--- src/rtl/cond_unit.sv ---
// cond_unit: conditional-execution stage behind the decoder.
// Holds the NZCV flags, evaluates the condition field, and gates write and
// branch enables. Multi-cycle FP ops stall fetch, and their writes are held
// back until the op's final cycle.
// Stall tells the upstream stage to hold its instruction. Upstream keeps
// Cond, the controls and ALUControl stable while Stall=1. There is no ready
// path back: the instruction is consumed in the first cycle with Stall=0.
module cond_unit #(
    parameter int FP_LAT = 3
) (
    input  logic       clk,
    input  logic       reset,
    input  logic [3:0] Cond,
    input  logic [3:0] ALUFlags,
    input  logic [1:0] FlagW,
    input  logic       PCS,
    input  logic       RegW,
    input  logic       MemW,
    input  logic       VecW,
    input  logic       VecIdxW,
    input  logic [3:0] ALUControl,
    output logic       PCSrc,
    output logic       RegWrite,
    output logic       MemWrite,
    output logic       VecWrite,
    output logic       VecIdxWrite,
    output logic       CondEx,
    output logic       Stall,
    output logic [3:0] Flags,
    output logic       state_dbg
);

    typedef enum logic {
        IDLE = 1'b0,
        BUSY = 1'b1
    } state_t;

    localparam logic [3:0] LAT_M1 = 4'(FP_LAT - 1);
    localparam logic MULTI = (FP_LAT > 1);

    state_t     state, state_next;
    logic [3:0] cnt, cnt_next;
    logic       is_fp, start, last, commit;
    logic       n, z, c, v;

    assign {n, z, c, v} = Flags;
    assign is_fp = (ALUControl == 4'b1100) || (ALUControl == 4'b0101);
    assign state_dbg = state;

    // Condition evaluation against the registered flags.
    always_comb begin
        CondEx = 1'b0;
        case (Cond)
            4'b0000: CondEx = z;
            4'b0001: CondEx = ~z;
            4'b0010: CondEx = c;
            4'b0011: CondEx = ~c;
            4'b0100: CondEx = n;
            4'b0101: CondEx = ~n;
            4'b0110: CondEx = v;
            4'b0111: CondEx = ~v;
            4'b1000: CondEx = c & ~z;
            4'b1001: CondEx = ~c | z;
            4'b1010: CondEx = (n == v);
            4'b1011: CondEx = (n != v);
            4'b1100: CondEx = ~z & (n == v);
            4'b1101: CondEx = z | (n != v);
            4'b1110: CondEx = 1'b1;
            default: CondEx = 1'b0;
        endcase
    end

    // Next-state, counter, stall and "last cycle" decode for FP sequencing.
    always_comb begin
        state_next = state;
        cnt_next   = cnt;
        start      = 1'b0;
        last       = 1'b0;
        case (state)
            IDLE: begin
                start = is_fp & CondEx & MULTI;
                last  = ~is_fp | ~CondEx | ~MULTI;
                if (start) begin
                    state_next = BUSY;
                    cnt_next   = LAT_M1;
                end
            end
            BUSY: begin
                // Inputs are ignored here; only the counter ends the op.
                last     = (cnt == 4'd1);
                cnt_next = cnt - 4'd1;
                if (cnt == 4'd1) begin
                    state_next = IDLE;
                end
            end
            default: begin
                state_next = IDLE;
                cnt_next   = 4'd0;
            end
        endcase
    end

    // While reset is low, stall and every enable are forced to 0, even if the
    // decoder inputs are active.
    assign commit      = reset & CondEx & last;
    assign Stall       = reset & (start | ((state == BUSY) && (cnt > 4'd1)));
    assign PCSrc       = PCS & commit;
    assign RegWrite    = RegW & commit;
    assign MemWrite    = MemW & commit;
    assign VecWrite    = VecW & commit;
    assign VecIdxWrite = VecIdxW & commit;

    // FSM state and latency counter register.
    always_ff @(posedge clk or negedge reset) begin
        if (!reset) begin
            state <= IDLE;
            cnt   <= 4'd0;
        end else begin
            state <= state_next;
            cnt   <= cnt_next;
        end
    end

    // Flag register. N,Z and C,V load independently, and only on a committing
    // cycle. A flag write in the same cycle as a branch takes effect, but only
    // the next instruction sees the new flags.
    always_ff @(posedge clk or negedge reset) begin
        if (!reset) begin
            Flags <= 4'b0000;
        end else if (CondEx && last) begin
            if (FlagW[1]) Flags[3:2] <= ALUFlags[3:2];
            if (FlagW[0]) Flags[1:0] <= ALUFlags[1:0];
        end
    end

endmodule

--- config.mk ---
export PLATFORM = sky130hd
export DESIGN_NAME = cond_unit
export DESIGN_NICKNAME = d
export VERILOG_FILES = /design/src/rtl/cond_unit.sv
export SDC_FILE = /design/constraint.sdc
export NUM_CORES = 1
export LEC_CHECK = 0
export CORE_MARGIN = 2
export CORE_UTILIZATION = 44
export DETAILED_ROUTE_END_ITERATION = 16
export HOLD_SLACK_MARGIN = 0.03
export PLACE_DENSITY = 0.84
export SLEW_MARGIN = 20
export SYNTH_ARGS = -nofsm -noshare
export SYNTH_HDL_FRONTEND = slang
export SYNTH_SLANG_ARGS = --single-unit
--- constraint.sdc ---
create_clock -name clk -period 7 [get_ports clk]
set_clock_uncertainty 0.15 [all_clocks]
set_input_delay 1.4 -clock clk [delete_from_list [all_inputs] [get_ports clk]]
set_output_delay 1.4 -clock clk [all_outputs]
set_load 0.02 [all_outputs]
==> results.yml <==
run_status:
  status: "complete, no violations"
finish:
  fill_cells: 128
  n_antenna_cell: 0
  area_growth_pct: 45.7
  mostFrequentLayoutCell: "clkdlybuf4s50_1"
  drive_above_1_share: 0.0917
  nets: 133
  final_area_um2: 1070
  final_util: 0.696
  final_cell_mix: "clkdlybuf4s50_1 (32), dfrtp_1 (9)"
clock_tree:
  cts-root-buf: "clkbuf_4"
  cts_num_sinks: 9
  cts_buffers: 3
  cts-resized-gates: 0
  postCtsSetupBuffers: 0
  clkTransAtPathRegs_ps: 60
  clockBufferDepth: 2
  cts_tree: "yes"
  clock_latency_ps: 270
  ctsHoldBuffers: 0
  ctsHtreeMaxLevel: 1
routing:
  wl_per_cell_um: 15.2
  drtIter0Drc: 9
  drt-total-wl_um: 1900
  drtAntennaViolNets: 0
  via_per_inst: 5.96
  dr_total_vias: 745
  dr.pass1.iters: 4
  drc: 0
critical_path:
  path_cells: "clkdlybuf4s50_1, and2_1, or3b_2, a41oi_1, or3_1, and4_1, clkdlybuf4s50_1"
  slowest_delay_ps: 620
  critPathSlowestCell: "clkdlybuf4s50_1"
  arrival_ps: 4120
  crit_top_cell: "clkdlybuf4s50_1"
  path_class: "input port to primary output"
  cp_data_required_time_ps: 5450
  worstPathMaxFanout: 9
  critPathLaunchType: "input port"
  endpoint_kind: "primary output"
yosys:
  synth_fp_nets: 99
  synth_warnings: 0
  synth.distinct_cells: 37
  seq_area_frac_synth: 0.306
  synthCells: 76
  postSynthAreaPerCell_um2: 9.68
  synth_area_um2: 736
  synth-seq-cells: 9
floorplanning:
  pin_count: 33
  die-area_um2: 2020
  start_util: 0.477
  fp.dieW_um: 44.9
  core_um2: 1540
  rows: 14
  die_h_um: 44.9
sta:
  slew-limit-headroom: 0.619
  fin_crit_sh: 0.810
  setup_viol: 0
  hold_viol: 0
  slew_viol_final: 0
  rsz0062_at_grt: "false"
  worst_slew_pin_slew_ps: 569
  fin_crit_ps: 5670
  holdWs_ps: 410
  finalSetupTns_ps: 0
  max_clock_freq_mhz: 176
global_route:
  overflow: 0
  grt_max_degree: 17
  grtUsageTotal: 0.213
  first_global_vias: 749
  antenna_found_initial: 0
  grt_pass1_wl_um: 3120
place:
  hpwl_um: 1510
  dpl-instance-area_um2: 1050
  port_buffers: 32
  place_congestion: 0.829
power:
  irDropWorstVdd_mv: 0.221
  leakage_nw: 0.435
  power_density_nw_per_um2: 352
worst_hold_path:
  min_path_type: "flop to flop"
run:
  maxCapViolations: 0
## report_power, final
part | internal [mW] | switching [mW] | leakage (nW)
clock | 0.0221 | 0.0197 | 0.0150
combinational | 0.111 | 0.104 | 0.315
sequential | 0.0793 | 0.0423 | 0.105
total | 0.212 | 0.166 | 0.435
## path summary, 6_finish.rpt
kind	end	slack [ps]	cells after the start	from
max	VecIdxWrite	1330	7	Cond[3]
min	cnt[0]	410	1	cnt[0]
max reg2reg	Flags[0]	4700	5	Flags[0]
min reg2reg	cnt[0]	410	1	cnt[0]
max in group asynchronous	cnt[0]	4980	1	reset
min in group asynchronous	Flags[1]	1350	1	reset
## cells in the mapped netlist
library cell  instances  share of area
a21oi_1               3          0.020
a22oi_1               1          0.010
a31oi_1               1         0.0085
a41o_1                1          0.014
a41oi_1               2          0.024
and2_1                1         0.0085
and3_1                1         0.0085
and4_1                5          0.060
buf_4                 1          0.010
buf_6                 2          0.031
dfrtp_1               9           0.31
ha_1                  2          0.034
inv_1                 3          0.015
mux2_1                5          0.077
mux2i_1               1          0.014
nand2_1               4          0.020
nand2b_1              1         0.0085
nand3_1               2          0.014
nor2_1                5          0.026
nor3_1                2          0.014
nor3b_1               2          0.020
nor4_1                2          0.017
nor4b_1               1          0.012
o21a_1                1          0.010
o21bai_1              1          0.010
o311a_1               1          0.014
o311a_2               2          0.031
o31ai_1               1          0.010
o32a_2                1          0.015
o32ai_1               1          0.012
or2_2                 1         0.0085
or2b_2                1          0.012
or3_1                 1         0.0085
or3_4                 1          0.015
or3b_2                1          0.012
xnor2_1               5          0.060
xor2_1                1          0.012
## area by class of cell
type	instances	area [um2]	share of cell area
timing repair buffer	32	320	0.299
multi-input combinational	61	469	0.438
tap	16	20.0	0.0187
clock buffer	4	26.3	0.0245
inverter	3	11.3	0.0105
sequential	9	225	0.210
## metrics by stage
stage	total power, mW	worst slack [ps]	instances
detailed placement	0.337	1350	121
floorplan	0.260	2560	76
global placement	0.328	1450	121
finish	0.378	1330	125
global route	0.408	1220	125
CTS	0.382	1350	125
## metal layers
metal  track usage  vias to the layer above  wire [um]
li1              -                      359          -
met1         0.218                      339        724
met2         0.400                       36        988
met3        0.0760                       11        139
met4        0.0647                        0         50
met5             0                        -          0
## registers in the layout, summed over array words and instances, names as in the netlist
signal / count
Flags: 4
cnt: 4
state_dbg: 1
## cells by family (layout without fill, tap and decap cells)
group,after synthesis,in the layout,synth area share
mux,6,6,0.0901
compound gates,16,16,0.179
flops,9,9,0.306
fa+ha+maj,2,2,0.0340
buf+inv,6,39,0.0561
xor+xnor,6,6,0.0714
simple gates,31,31,0.264
## worst max-delay path, delay by kind of cell
family | cells | cell delay, ps
AO/OA/AOI/OAI | 1 | 350
AND/OR/NAND/NOR | 4 | 1240
buffers and inverters | 2 | 1140
(Power assumes the default switching activity.)
